===== src/rtl/pre_processor_if.sv =====
// pre_processor_if: upstream/downstream handshake, rounding mode and decoded binary32 operand bus
interface pre_processor_if;
    logic        valid_in, ready_out, valid_out, ready_in;
    logic [2:0]  rm_in, rm_out;
    logic [31:0] a_in, b_in, c_in;
    logic        a_sgn, b_sgn, c_sgn;
    logic [9:0]  a_exp, b_exp, c_exp;
    logic [23:0] a_man, b_man, c_man;
    logic        a_zero, a_inf, a_snan, a_qnan, a_denorm;
    logic        b_zero, b_inf, b_snan, b_qnan, b_denorm;
    logic        c_zero, c_inf, c_snan, c_qnan, c_denorm;
    logic        IV_snan;
    modport master (
        output valid_in, ready_in, rm_in, a_in, b_in, c_in,
        input  ready_out, valid_out, rm_out,
        input  a_sgn, b_sgn, c_sgn, a_exp, b_exp, c_exp, a_man, b_man, c_man,
        input  a_zero, a_inf, a_snan, a_qnan, a_denorm,
        input  b_zero, b_inf, b_snan, b_qnan, b_denorm,
        input  c_zero, c_inf, c_snan, c_qnan, c_denorm, IV_snan
    );
    modport slave (
        input  valid_in, ready_in, rm_in, a_in, b_in, c_in,
        output ready_out, valid_out, rm_out,
        output a_sgn, b_sgn, c_sgn, a_exp, b_exp, c_exp, a_man, b_man, c_man,
        output a_zero, a_inf, a_snan, a_qnan, a_denorm,
        output b_zero, b_inf, b_snan, b_qnan, b_denorm,
        output c_zero, c_inf, c_snan, c_qnan, c_denorm, IV_snan
    );
endinterface


===== src/rtl/pre_processor.sv =====
// pre_processor: single-stage binary32 unpack/classify for three operands with valid/ready handshake.
// Define FPU_PRE_DENORM_NORM_EN to normalize denormals; otherwise denormals are flushed to zero (DAZ).
module pre_processor (
    input logic clk,
    input logic reset,
    input logic flush,
    pre_processor_if.slave io
);
    typedef struct packed {
        logic        sgn;
        logic [9:0]  exp;
        logic [23:0] man;
        logic        zero, inf, snan, qnan, denorm;
    } op_t;

    function automatic op_t decode(input logic [31:0] x);
        logic [7:0]  e;
        logic [22:0] f;
        op_t         r;
`ifdef FPU_PRE_DENORM_NORM_EN
        logic [4:0]  lz;
`endif
        e = x[30:23];
        f = x[22:0];
        r = '0;
        r.sgn = x[31];
        if (e == 8'hff) begin
            r.exp  = 10'd128;
            r.man  = {1'b1, f};
            r.inf  = f == 23'd0;
            r.qnan = f != 23'd0 && f[22];
            r.snan = f != 23'd0 && !f[22];
        end else if (e != 8'd0) begin
            r.exp = {2'b00, e} - 10'd127;
            r.man = {1'b1, f};
        end else if (f == 23'd0) begin
            r.zero = 1'b1;
        end else begin
`ifdef FPU_PRE_DENORM_NORM_EN
            // highest set bit wins: leading zeros of {1'b0,f} is 23 minus its position
            lz = 5'd23;
            for (int i = 0; i < 23; i++)
                if (f[i]) lz = 5'(23 - i);
            r.denorm = 1'b1;
            r.man    = {1'b0, f} << lz;
            r.exp    = 10'h382 - {5'd0, lz};
`else
            r.zero   = 1'b1;
            r.denorm = 1'b1;
`endif
        end
        return r;
    endfunction

    op_t        da, db, dc, a_q, b_q, c_q;
    logic       valid_q, iv_q, ready;
    logic [2:0] rm_q;

    always_comb begin
        da = decode(io.a_in);
        db = decode(io.b_in);
        dc = decode(io.c_in);
    end

    assign ready = io.ready_in || !valid_q;

    // an idle or drained stage reads as all-zero, so clearing whenever ready covers both
    always_ff @(posedge clk) begin
        if (!reset || flush) begin
            valid_q <= 1'b0;
            rm_q    <= '0;
            a_q     <= '0;
            b_q     <= '0;
            c_q     <= '0;
            iv_q    <= 1'b0;
        end else if (io.valid_in && ready) begin
            valid_q <= 1'b1;
            rm_q    <= io.rm_in;
            a_q     <= da;
            b_q     <= db;
            c_q     <= dc;
            iv_q    <= da.snan | db.snan | dc.snan;
        end else if (ready) begin
            valid_q <= 1'b0;
            rm_q    <= '0;
            a_q     <= '0;
            b_q     <= '0;
            c_q     <= '0;
            iv_q    <= 1'b0;
        end
    end

    assign io.ready_out = ready;
    assign io.valid_out = valid_q;
    assign io.rm_out    = rm_q;
    assign io.IV_snan   = iv_q;
    assign io.a_sgn     = a_q.sgn;
    assign io.a_exp     = a_q.exp;
    assign io.a_man     = a_q.man;
    assign io.a_zero    = a_q.zero;
    assign io.a_inf     = a_q.inf;
    assign io.a_snan    = a_q.snan;
    assign io.a_qnan    = a_q.qnan;
    assign io.a_denorm  = a_q.denorm;
    assign io.b_sgn     = b_q.sgn;
    assign io.b_exp     = b_q.exp;
    assign io.b_man     = b_q.man;
    assign io.b_zero    = b_q.zero;
    assign io.b_inf     = b_q.inf;
    assign io.b_snan    = b_q.snan;
    assign io.b_qnan    = b_q.qnan;
    assign io.b_denorm  = b_q.denorm;
    assign io.c_sgn     = c_q.sgn;
    assign io.c_exp     = c_q.exp;
    assign io.c_man     = c_q.man;
    assign io.c_zero    = c_q.zero;
    assign io.c_inf     = c_q.inf;
    assign io.c_snan    = c_q.snan;
    assign io.c_qnan    = c_q.qnan;
    assign io.c_denorm  = c_q.denorm;
endmodule

===== src/flat_wrapper.sv =====
// flat-port wrapper written by rule: the top's interface ports become plain ports
module pre_processor_flat 
  (clk, reset, flush, io_valid_in, io_ready_in, io_rm_in, io_a_in, io_b_in, io_c_in, io_ready_out, io_valid_out, io_rm_out, io_a_sgn, io_b_sgn, io_c_sgn, io_a_exp, io_b_exp, io_c_exp, io_a_man, io_b_man, io_c_man, io_a_zero, io_a_inf, io_a_snan, io_a_qnan, io_a_denorm, io_b_zero, io_b_inf, io_b_snan, io_b_qnan, io_b_denorm, io_c_zero, io_c_inf, io_c_snan, io_c_qnan, io_c_denorm, io_IV_snan);
  pre_processor_if io_i ();
  input logic clk;
  input logic reset;
  input logic flush;
  input wire logic [$bits(io_i.valid_in)-1:0] io_valid_in;
  input wire logic [$bits(io_i.ready_in)-1:0] io_ready_in;
  input wire logic [$bits(io_i.rm_in)-1:0] io_rm_in;
  input wire logic [$bits(io_i.a_in)-1:0] io_a_in;
  input wire logic [$bits(io_i.b_in)-1:0] io_b_in;
  input wire logic [$bits(io_i.c_in)-1:0] io_c_in;
  output wire logic [$bits(io_i.ready_out)-1:0] io_ready_out;
  output wire logic [$bits(io_i.valid_out)-1:0] io_valid_out;
  output wire logic [$bits(io_i.rm_out)-1:0] io_rm_out;
  output wire logic [$bits(io_i.a_sgn)-1:0] io_a_sgn;
  output wire logic [$bits(io_i.b_sgn)-1:0] io_b_sgn;
  output wire logic [$bits(io_i.c_sgn)-1:0] io_c_sgn;
  output wire logic [$bits(io_i.a_exp)-1:0] io_a_exp;
  output wire logic [$bits(io_i.b_exp)-1:0] io_b_exp;
  output wire logic [$bits(io_i.c_exp)-1:0] io_c_exp;
  output wire logic [$bits(io_i.a_man)-1:0] io_a_man;
  output wire logic [$bits(io_i.b_man)-1:0] io_b_man;
  output wire logic [$bits(io_i.c_man)-1:0] io_c_man;
  output wire logic [$bits(io_i.a_zero)-1:0] io_a_zero;
  output wire logic [$bits(io_i.a_inf)-1:0] io_a_inf;
  output wire logic [$bits(io_i.a_snan)-1:0] io_a_snan;
  output wire logic [$bits(io_i.a_qnan)-1:0] io_a_qnan;
  output wire logic [$bits(io_i.a_denorm)-1:0] io_a_denorm;
  output wire logic [$bits(io_i.b_zero)-1:0] io_b_zero;
  output wire logic [$bits(io_i.b_inf)-1:0] io_b_inf;
  output wire logic [$bits(io_i.b_snan)-1:0] io_b_snan;
  output wire logic [$bits(io_i.b_qnan)-1:0] io_b_qnan;
  output wire logic [$bits(io_i.b_denorm)-1:0] io_b_denorm;
  output wire logic [$bits(io_i.c_zero)-1:0] io_c_zero;
  output wire logic [$bits(io_i.c_inf)-1:0] io_c_inf;
  output wire logic [$bits(io_i.c_snan)-1:0] io_c_snan;
  output wire logic [$bits(io_i.c_qnan)-1:0] io_c_qnan;
  output wire logic [$bits(io_i.c_denorm)-1:0] io_c_denorm;
  output wire logic [$bits(io_i.IV_snan)-1:0] io_IV_snan;
  assign io_i.valid_in = io_valid_in;
  assign io_i.ready_in = io_ready_in;
  assign io_i.rm_in = io_rm_in;
  assign io_i.a_in = io_a_in;
  assign io_i.b_in = io_b_in;
  assign io_i.c_in = io_c_in;
  assign io_ready_out = io_i.ready_out;
  assign io_valid_out = io_i.valid_out;
  assign io_rm_out = io_i.rm_out;
  assign io_a_sgn = io_i.a_sgn;
  assign io_b_sgn = io_i.b_sgn;
  assign io_c_sgn = io_i.c_sgn;
  assign io_a_exp = io_i.a_exp;
  assign io_b_exp = io_i.b_exp;
  assign io_c_exp = io_i.c_exp;
  assign io_a_man = io_i.a_man;
  assign io_b_man = io_i.b_man;
  assign io_c_man = io_i.c_man;
  assign io_a_zero = io_i.a_zero;
  assign io_a_inf = io_i.a_inf;
  assign io_a_snan = io_i.a_snan;
  assign io_a_qnan = io_i.a_qnan;
  assign io_a_denorm = io_i.a_denorm;
  assign io_b_zero = io_i.b_zero;
  assign io_b_inf = io_i.b_inf;
  assign io_b_snan = io_i.b_snan;
  assign io_b_qnan = io_i.b_qnan;
  assign io_b_denorm = io_i.b_denorm;
  assign io_c_zero = io_i.c_zero;
  assign io_c_inf = io_i.c_inf;
  assign io_c_snan = io_i.c_snan;
  assign io_c_qnan = io_i.c_qnan;
  assign io_c_denorm = io_i.c_denorm;
  assign io_IV_snan = io_i.IV_snan;
  pre_processor u_core (.clk(clk), .reset(reset), .flush(flush), .io(io_i));
endmodule

===== config.mk =====
export PLATFORM = sky130hd
export DESIGN_NAME = pre_processor_flat
export DESIGN_NICKNAME = d
export VERILOG_FILES = /design/src/rtl/pre_processor_if.sv /design/src/rtl/pre_processor.sv /design/src/flat_wrapper.sv
export SDC_FILE = /design/constraint.sdc
export NUM_CORES = 1
export LEC_CHECK = 0
export ABC_AREA = 0
export BUFFER_PORTS_ARGS = -buffer_cell sky130_fd_sc_hd__buf_2
export CAP_MARGIN = 10
export CORE_MARGIN = 5
export CORE_UTILIZATION = 50
export DETAILED_ROUTE_END_ITERATION = 16
export PLACE_DENSITY_LB_ADDON = 0.1
export SETUP_SLACK_MARGIN = 0.05
export SYNTH_ARGS = -nofsm -noshare
export SYNTH_HDL_FRONTEND = slang
export SYNTH_SLANG_ARGS = --single-unit

===== constraint.sdc =====
create_clock -name clk -period 3.8 [get_ports clk]
set_input_delay 0.38 -clock clk [delete_from_list [all_inputs] [get_ports clk]]
set_output_delay 0.38 -clock clk [all_outputs]
set_load 0.03 [all_outputs]

### After elaboration in Yosys (flattened, before gate mapping)

Cells that the tools add are included.

| storage, ports and cells | value |
|---|---|
| bits in registers | 125 |
| bits of input ports | 104 |
| output and inout bits | 126 |

| cells by class | value |
|---|---|
| add/sub/neg operators | 3 |
| equal/unequal tests | 3 |
| multiplexer cells | 33 |
| bitwise operators | 2 |
| reductions and logical operators | 24 |

Operators by type and width:

| cell | number |
|---|---|
| $mux W34 | 6 |
| $mux W40 | 4 |
| $logic_not A23 Y1 | 3 |
| $reduce_bool A23 Y1 | 3 |
| $sub A8 B7 Y9 const B | 3 |
| $eq A8 B8 Y1 const B | 3 |
| $reduce_bool A8 Y1 | 3 |
| $mux W1 | 18 |
| $mux W3 | 5 |
| $logic_and A1 B1 Y1 | 7 |
| $logic_not A1 Y1 | 5 |
| $logic_or A1 B1 Y1 | 2 |
| $or A1 B1 Y1 | 2 |
| $reduce_bool A2 Y1 | 1 |

### Logic depth before layout (Yosys ltp)

Gate-level depths: netlist of run 1.

| logic depth | value |
|---|---|
| depth in word-level cells | 6 |
| mapped depth | 9 |
| depth with buffers taken out | 7 |

### Worst setup path after synthesis of run 1

No wires, ideal clock.

| timing | value |
|---|---|
| kind | input-to-reg |
| start point | input port io_a_in[23] |
| end point | register u_core.a_q, in the netlist u_core.io.a_man[20] |
| arrival time | 1.660 ns |
| required time | 3.672 ns |
| slack | 2.013 ns |
| stages on the path | 8 |
| path buffers | 2 |
| path through | inv_1 ha_1 or4b_1 o211a_1 buf_6 buf_6 a22oi_2 nor2_1 |

| on the way | value |
|---|---|
| cells in the longest elaborated chain, start to end | 4 |

RTL lines:

| what | line | source |
|---|---|---|
| start: declaration | flat_wrapper.sv:11 | `input wire logic [$bits(io_i.a_in)-1:0] io_a_in;` |
| $reduce_bool A8 Y1 | pre_processor.sv:33 | `end else if (e != 8'd0) begin` |
| $mux W34 | pre_processor.sv:33 |  |
| $mux W34 * | pre_processor.sv:27 | `if (e == 8'hff) begin` |
| $mux W40 * | pre_processor.sv:76 | `end else if (io.valid_in && ready) begin` |
| end signal: assignment | pre_processor.sv:72 | `a_q <= '0;` |
| end signal: assignment | pre_processor.sv:79 | `a_q <= da;` |
| end signal: assignment | pre_processor.sv:86 | `a_q <= '0;` |
| end: declaration | pre_processor.sv:55 | `op_t da, db, dc, a_q, b_q, c_q;` |

Every way passes the cells marked *; elsewhere a longest branch is shown, timed or not.
A chain may end at the register's enable or synchronous reset.

### Worst setup path after layout of run 1

| timing | value |
|---|---|
| start point | register u_core.valid_q, in the netlist u_core.io.valid_out |
| end point | register u_core.a_q, in the netlist u_core.io.a_exp[3] |

| on the way | value |
|---|---|
| cells in the longest elaborated chain, start to end | 4 |

RTL lines:

| what | line | source |
|---|---|---|
| start: declaration | pre_processor.sv:56 | `logic valid_q, iv_q, ready;` |
| start signal: assignment | pre_processor.sv:70 | `valid_q <= 1'b0;` |
| start signal: assignment | pre_processor.sv:77 | `valid_q <= 1'b1;` |
| start signal: assignment | pre_processor.sv:84 | `valid_q <= 1'b0;` |
| $logic_not A1 Y1 * | pre_processor.sv:65 | `assign ready = io.ready_in \|\| !valid_q;` |
| $logic_or A1 B1 Y1 * | pre_processor.sv:65 |  |
| $logic_and A1 B1 Y1 | pre_processor.sv:76 |  |
| $mux W40 / $reduce_bool A2 Y1 (equally long branches) | - |  |

Marked as above.

==> results of run 1 <==
-- layout make-up --
type	instances	area, um^2
Clock inverter	10	164
Multi-Input combinational cell	363	2240
Timing Repair Buffer	234	1180
Tap cell	133	166
Inverter	10	37.5
Sequential cell	122	2440
Clock buffer	22	473
Fill cell	800	2970
-- cells by family after synthesis --
family,Yosys count,synth area share
buffers and inverters,51,0.0490
and+or+nand+nor,208,0.192
AOI/OAI and AO/OA,132,0.215
xor gates and xnor gates,17,0.0303
DFF,122,0.498
adders and majority gates,6,0.0153
-- cells in the final DEF, fill, tap and decap left out, types with 5 or more instances in the layout --
| cell type | n |
|---|---|
| xnor2_1 | 10 |
| buf_2 | 229 |
| clkbuf_16 | 16 |
| inv_1 | 10 |
| nor3_1 | 7 |
| buf_4 | 5 |
| nor2_1 | 115 |
| a32oi_1 | 7 |
| dfxtp_1 | 122 |
| a22oi_1 | 73 |
| clkbuf_8 | 5 |
| xor2_1 | 7 |
| nor4_1 | 15 |
| a22oi_2 | 19 |
| a21oi_1 | 20 |
| nand3_1 | 14 |
| nand2_1 | 32 |
| ha_1 | 6 |
-- worst paths after layout --
path                                            end  slack [ns]           startpoint  depth (start not counted)
worst max-delay path             u_core.io.a_exp[3]        1.06  u_core.io.valid_out                          7
worst min-delay path            u_core.io.a_man[14]        0.12          io_a_in[14]                          3
worst max register to register   u_core.io.a_exp[3]        1.06  u_core.io.valid_out                          7
worst min register to register  u_core.io.rm_out[2]        0.46  u_core.io.rm_out[2]                          2
-- per-layer routing --
metal / vias up / track usage / share of wire
met4: 0 / 0.0794 / 0.018
li1: 2346 / - / -
met3: 18 / 0.0734 / 0.095
met5: - / 0 / 0
met1: 2290 / 0.285 / 0.39
met2: 194 / 0.413 / 0.49
-- power breakdown --
part           leakage [nW]  total, mW  internal (mW)  switching, mW
Combinational          1.79      0.351          0.123          0.228
Sequential            0.991       1.33           1.31         0.0173
Clock                 0.299       1.70           1.13          0.563
-- through the flow --
step | worst slack [ns] | std cells
floorplan | 2.01 | 536
finish | 1.06 | 894
global placement | 1.07 | 862
detailed placement | 0.947 | 862
CTS | 1.05 | 894
global route | 0.822 | 894
-- registers in the layout, indices dropped and copies added, names as in the netlist, 3 cells and up --
register          count
u_core.io.b_exp       9
u_core.io.c_man      24
u_core.io.a_exp       9
u_core.io.rm_out      3
u_core.io.c_exp       9
u_core.io.b_man      24
u_core.io.a_man      24
-- worst max-delay path, delay by kind of cell, from the launching register on --
kind	cells	cell delay [ns]
DFF	1	0.31
AOI/OAI and AO/OA	2	1.14
buffers and inverters	2	0.55
and+or+nand+nor	3	0.65
==> flow_summary.json, run 1 <==
{
  "wire_per_inst_um": 16.1,
  "finish.utilization": 0.693,
  "grt_remaining_overflow": 0,
  "cts_tree": "built",
  "postCtsSetupBuffers": 0,
  "vias": 4848,
  "worstPathCellList": "nor2b_4, buf_4, inv_1, o211a_1, nor2b_1, a22oi_1, nor2_1",
  "nNetsFinal": 858,
  "fmax_mhz": 365,
  "fin_area_um2": 6710,
  "setup_viol": 0,
  "drive_gt1_frac": 0.389,
  "skew_ns": 0.00481,
  "syn_inst": 536,
  "netlist_area_um2": 4910,
  "cts.sinks": 122,
  "htreeDepth": 4,
  "hold_class": "in -> reg",
  "start_util": 0.507,
  "wirelength_um": 14400,
  "grt_pass1_wl_um": 22600,
  "cts_buffers": 17,
  "synthTopCellsByArea": "dfxtp_1, a22oi_1, nor2_1, a22oi_2, nand2_1",
  "placed_cell_area_um2": 6070,
  "yosysTopAreaCellShare": 0.498,
  "crit_path_end_kind": "flip-flop",
  "final.setup.tns_ns": 0,
  "num_io_pins": 230,
  "synth_seq_cells": 122,
  "rsz0062_at_grt": "no",
  "p_leak_nw": 3.08,
  "fin_crit_sh": 0.720,
  "drc": 0,
  "core_area_um2": 9680,
  "clk_latency_ns": 0.51,
  "slew_viol_final": 0,
  "rows": 36,
  "fin_crit_ns": 2.74,
  "port_buffers": 229,
  "vdd_drop_max_v": 0.000280,
  "grt_pass1_vias": 4693,
  "tightestPinTransition_ns": 1.22,
  "grt_max_degree": 103,
  "netlist_top_cells_count": "dfxtp_1, nor2_1, a22oi_1, nand2_1, clkbuf_1",
  "fin_hold_ws_ns": 0.120,
  "die_w_um": 109,
  "synth_cell_type_count": 47,
  "die_h_um": 109,
  "globalplace.congestion": 0.849,
  "cts_resized": 0,
  "synthFlopType": "dfxtp_1",
  "critPathArrivalTime_ns": 3.17,
  "place_hpwl_um": 10300,
  "synth_edf_count": 0,
  "critPathRequiredTime_ns": 4.23,
  "max_stage_delay_ns": 1.03,
  "ys_warn_count": 0,
  "root_buffer": "clkbuf_8",
  "antenna_found_initial": 0,
  "clkTransAtPathRegs_ns": 0.06,
  "max-slew-margin-rel": 0.189,
  "async_flop_share": 0,
  "postRouteAntennaNets": 0,
  "synth_seq_area_share": 0.498,
  "syn_nets": 646,
  "status": "finished clean",
  "drt_iter0_markers": 267,
  "avgSynthCellArea_um2": 9.15,
  "drt_pass1_iterations": 5,
  "p_per_area_nw_per_um2": 504,
  "grt_util_all_layers": 0.240,
  "critPathSlowestCell": "o211a_1",
  "total_power_mw": 3.38,
  "hold_viol": 0,
  "drv_cap": 0,
  "holdBufCountCts": 0,
  "worstSetupStartpointType": "flip-flop",
  "die_area_um2": 11900,
  "clockBufferDepth": 2,
  "worstSetupPathType": "reg -> reg",
  "path_max_fanout": 29,
  "vias_per_cell": 5.42,
  "yosys.cell_count.top_type": "dfxtp_1",
  "synth_top_area_cell": "dfxtp_1",
  "n_antenna_cell": 0,
  "area_growth_pct": 36.8
}
No activity file was read; power rests on OpenSTA's default activity.
==> run 2: changes to the inputs <==
- ABC_AREA: 0 -> 1
- CORE_UTILIZATION: 50 -> 43
- clock period: 3.8 -> 2.25 ns (I/O delays scaled with it)
==> run 2 against run 1 <==
Critical path depth fell by 2; combinational power rose by 69%; synthesized area rose by 6.8%; critical path type is now reg -> out; highest routed layer unchanged.
==> flow_summary.json, run 2 <==
{
  "status": "finished clean",
  "rr_worst_depth": 7,
  "total_power_mw": 5.75,
  "skew_ns": 0.00590,
  "synthTopCellsByArea": "dfxtp_1, nand2_1, a21oi_1, nand3_1, nor2_1",
  "synthFlopType": "dfxtp_1",
  "min-delay-start": "io_b_in[31]",
  "vias": 5410,
  "fin_crit_ns": 1.87,
  "cts_resized": 0,
  "final_cell_mix": "buf_2, nand2_1, dfxtp_1, a21oi_1, nor2_1",
  "wire_per_inst_um": 14.1,
  "netlist_area_um2": 5240,
  "yosysTopAreaCellShare": 0.466,
  "hold_viol": 0,
  "grt_pass1_vias": 5238,
  "worstSetupStartpointType": "flip-flop",
  "p_per_area_nw_per_um2": 813,
  "postRouteAntennaNets": 0,
  "placed_cell_area_um2": 6430,
  "hold_class": "in -> reg",
  "clkTransAtPathRegs_ns": 0.05,
  "fmax_mhz": 535,
  "antenna_found_initial": 0,
  "netlist_top_cells_count": "nand2_1, dfxtp_1, a21oi_1, nor2_1, nand3_1",
  "drv_cap": 0,
  "avgSynthCellArea_um2": 7.33,
  "ys_warn_count": 0,
  "nNetsFinal": 1038,
  "globalplace.congestion": 0.784,
  "place_hpwl_um": 11000,
  "root_buffer": "clkbuf_16",
  "drt_pass1_iterations": 5,
  "wirelength_um": 15400,
  "yosys.cell_count.top_type": "nand2_1",
  "grt_remaining_overflow": 0,
  "synth_edf_count": 0,
  "syn_inst": 715,
  "whs_endpoint": "u_core.io.b_sgn",
  "final.setup.tns_ns": 0,
  "port_buffers": 229,
  "rows": 40,
  "syn_nets": 825,
  "max-slew-margin-rel": 0.518,
  "rsz0062_at_grt": "no",
  "start_util": 0.438,
  "fillerInstances": 1138,
  "whs_path_depth": 3,
  "die_area_um2": 14500,
  "vias_per_cell": 4.97,
  "drt_iter0_markers": 453,
  "rr_startpoint": "u_core.io.valid_out",
  "critPathArrivalTime_ns": 1.64,
  "grt_pass1_wl_um": 24800,
  "vdd_drop_max_v": 0.000429,
  "cts_buffers": 17,
  "dp.cells": 1056,
  "tightestPinTransition_ns": 0.721,
  "worstSetupPathType": "reg -> out",
  "grt_util_all_layers": 0.211,
  "num_io_pins": 230,
  "fin_crit_sh": 0.831,
  "postCtsSetupBuffers": 0,
  "setup_viol": 0,
  "synth_cell_type_count": 30,
  "clockBufferDepth": 2,
  "path_max_fanout": 122,
  "drc": 0,
  "cts_tree": "built",
  "r2r-end": "u_core.io.c_exp[8]",
  "grt_max_degree": 123,
  "synth_top_area_cell": "dfxtp_1",
  "die_w_um": 120,
  "slew_viol_final": 0,
  "holdBufCountCts": 0,
  "rrSetupSlack_ns": 0.57,
  "fin_area_um2": 7070,
  "p_leak_nw": 3.30,
  "area_growth_pct": 34.9,
  "cts.sinks": 122,
  "layout_commonest_cell": "buf_2",
  "n_antenna_cell": 0,
  "async_flop_share": 0,
  "htreeDepth": 4,
  "fin_cells": 1088,
  "synth_seq_area_share": 0.466,
  "synth_seq_cells": 122,
  "die_h_um": 120,
  "drive_gt1_frac": 0.327,
  "core_area_um2": 12000,
  "crit_path_end_kind": "output port",
  "critPathRequiredTime_ns": 2.03,
  "clk_latency_ns": 0.41
}
## run 2: area by class of cell
| class | count | area [um^2] | area share |
|---|---|---|---|
| Sequential cell | 122 | 2440 | 0.346 |
| Multi-Input combinational cell | 514 | 2440 | 0.345 |
| Timing Repair Buffer | 236 | 1220 | 0.173 |
| Clock buffer | 25 | 505 | 0.0715 |
| Tap cell | 147 | 184 | 0.0260 |
| Inverter | 37 | 139 | 0.0197 |
| Clock inverter | 7 | 135 | 0.0191 |
## run 2: through the flow
step | hold WS, ns | util | setup WS, ns
6_report | 0.0659 | 0.591 | 0.381
3_5_place_dp | 0.453 | 0.537 | 0.527
5_1_grt | 0.0639 | 0.591 | 0.158
4_1_cts | 0.0514 | 0.591 | 0.281
2_1_floorplan | 0.361 | - | 0.719
3_3_place_gp | 0.449 | 0.537 | 0.566
## run 2: critical path, stage by stage (launching register included)
cell and delay [ns]:
dfxtp_1 0.32, inv_1 0.06, nor2_4 0.15, buf_12 0.37
inv_1 0.12, buf_2 0.20
## run 2: kinds of logic after synthesis
kind of cell / count (synthesis) / share of synthesized area
compound gates: 130 / 0.134
xor+xnor: 2 / 0.00334
fa+ha+maj: 6 / 0.0143
buf+inv: 79 / 0.0700
flops: 122 / 0.466
simple gates: 376 / 0.312
## run 2: worst max-delay path by stage
stage / end / cells after the start / slack (ns) / startpoint
2_1_floorplan: u_core.io.c_man[4] / 9 / 0.72 / u_core.io.valid_out
3_3_place_gp: u_core.io.c_exp[2] / 8 / 0.57 / io_c_in[23]
3_5_place_dp: u_core.io.c_exp[8] / 8 / 0.53 / io_c_in[23]
4_1_cts: io_ready_out / 5 / 0.28 / u_core.io.valid_out
5_1_grt: io_ready_out / 5 / 0.16 / u_core.io.valid_out
6_report: io_ready_out / 5 / 0.38 / u_core.io.valid_out
## run 2: per-layer routing
layer / GRT usage / wire (um) / vias up
met4: 0.0836 / 308 / 0
met1: 0.259 / 6640 / 2451
met2: 0.344 / 7150 / 181
met3: 0.0669 / 1260 / 23
li1: - / - / 2755
met5: 0 / 0 / -
## run 2: power by group
| part | total, mW | internal (mW) | leakage [nW] | switching [mW] |
|---|---|---|---|---|
| combinational | 0.592 | 0.197 | 1.99 | 0.395 |
| sequential | 2.25 | 2.22 | 0.991 | 0.0281 |
| clock | 2.91 | 2.00 | 0.317 | 0.914 |
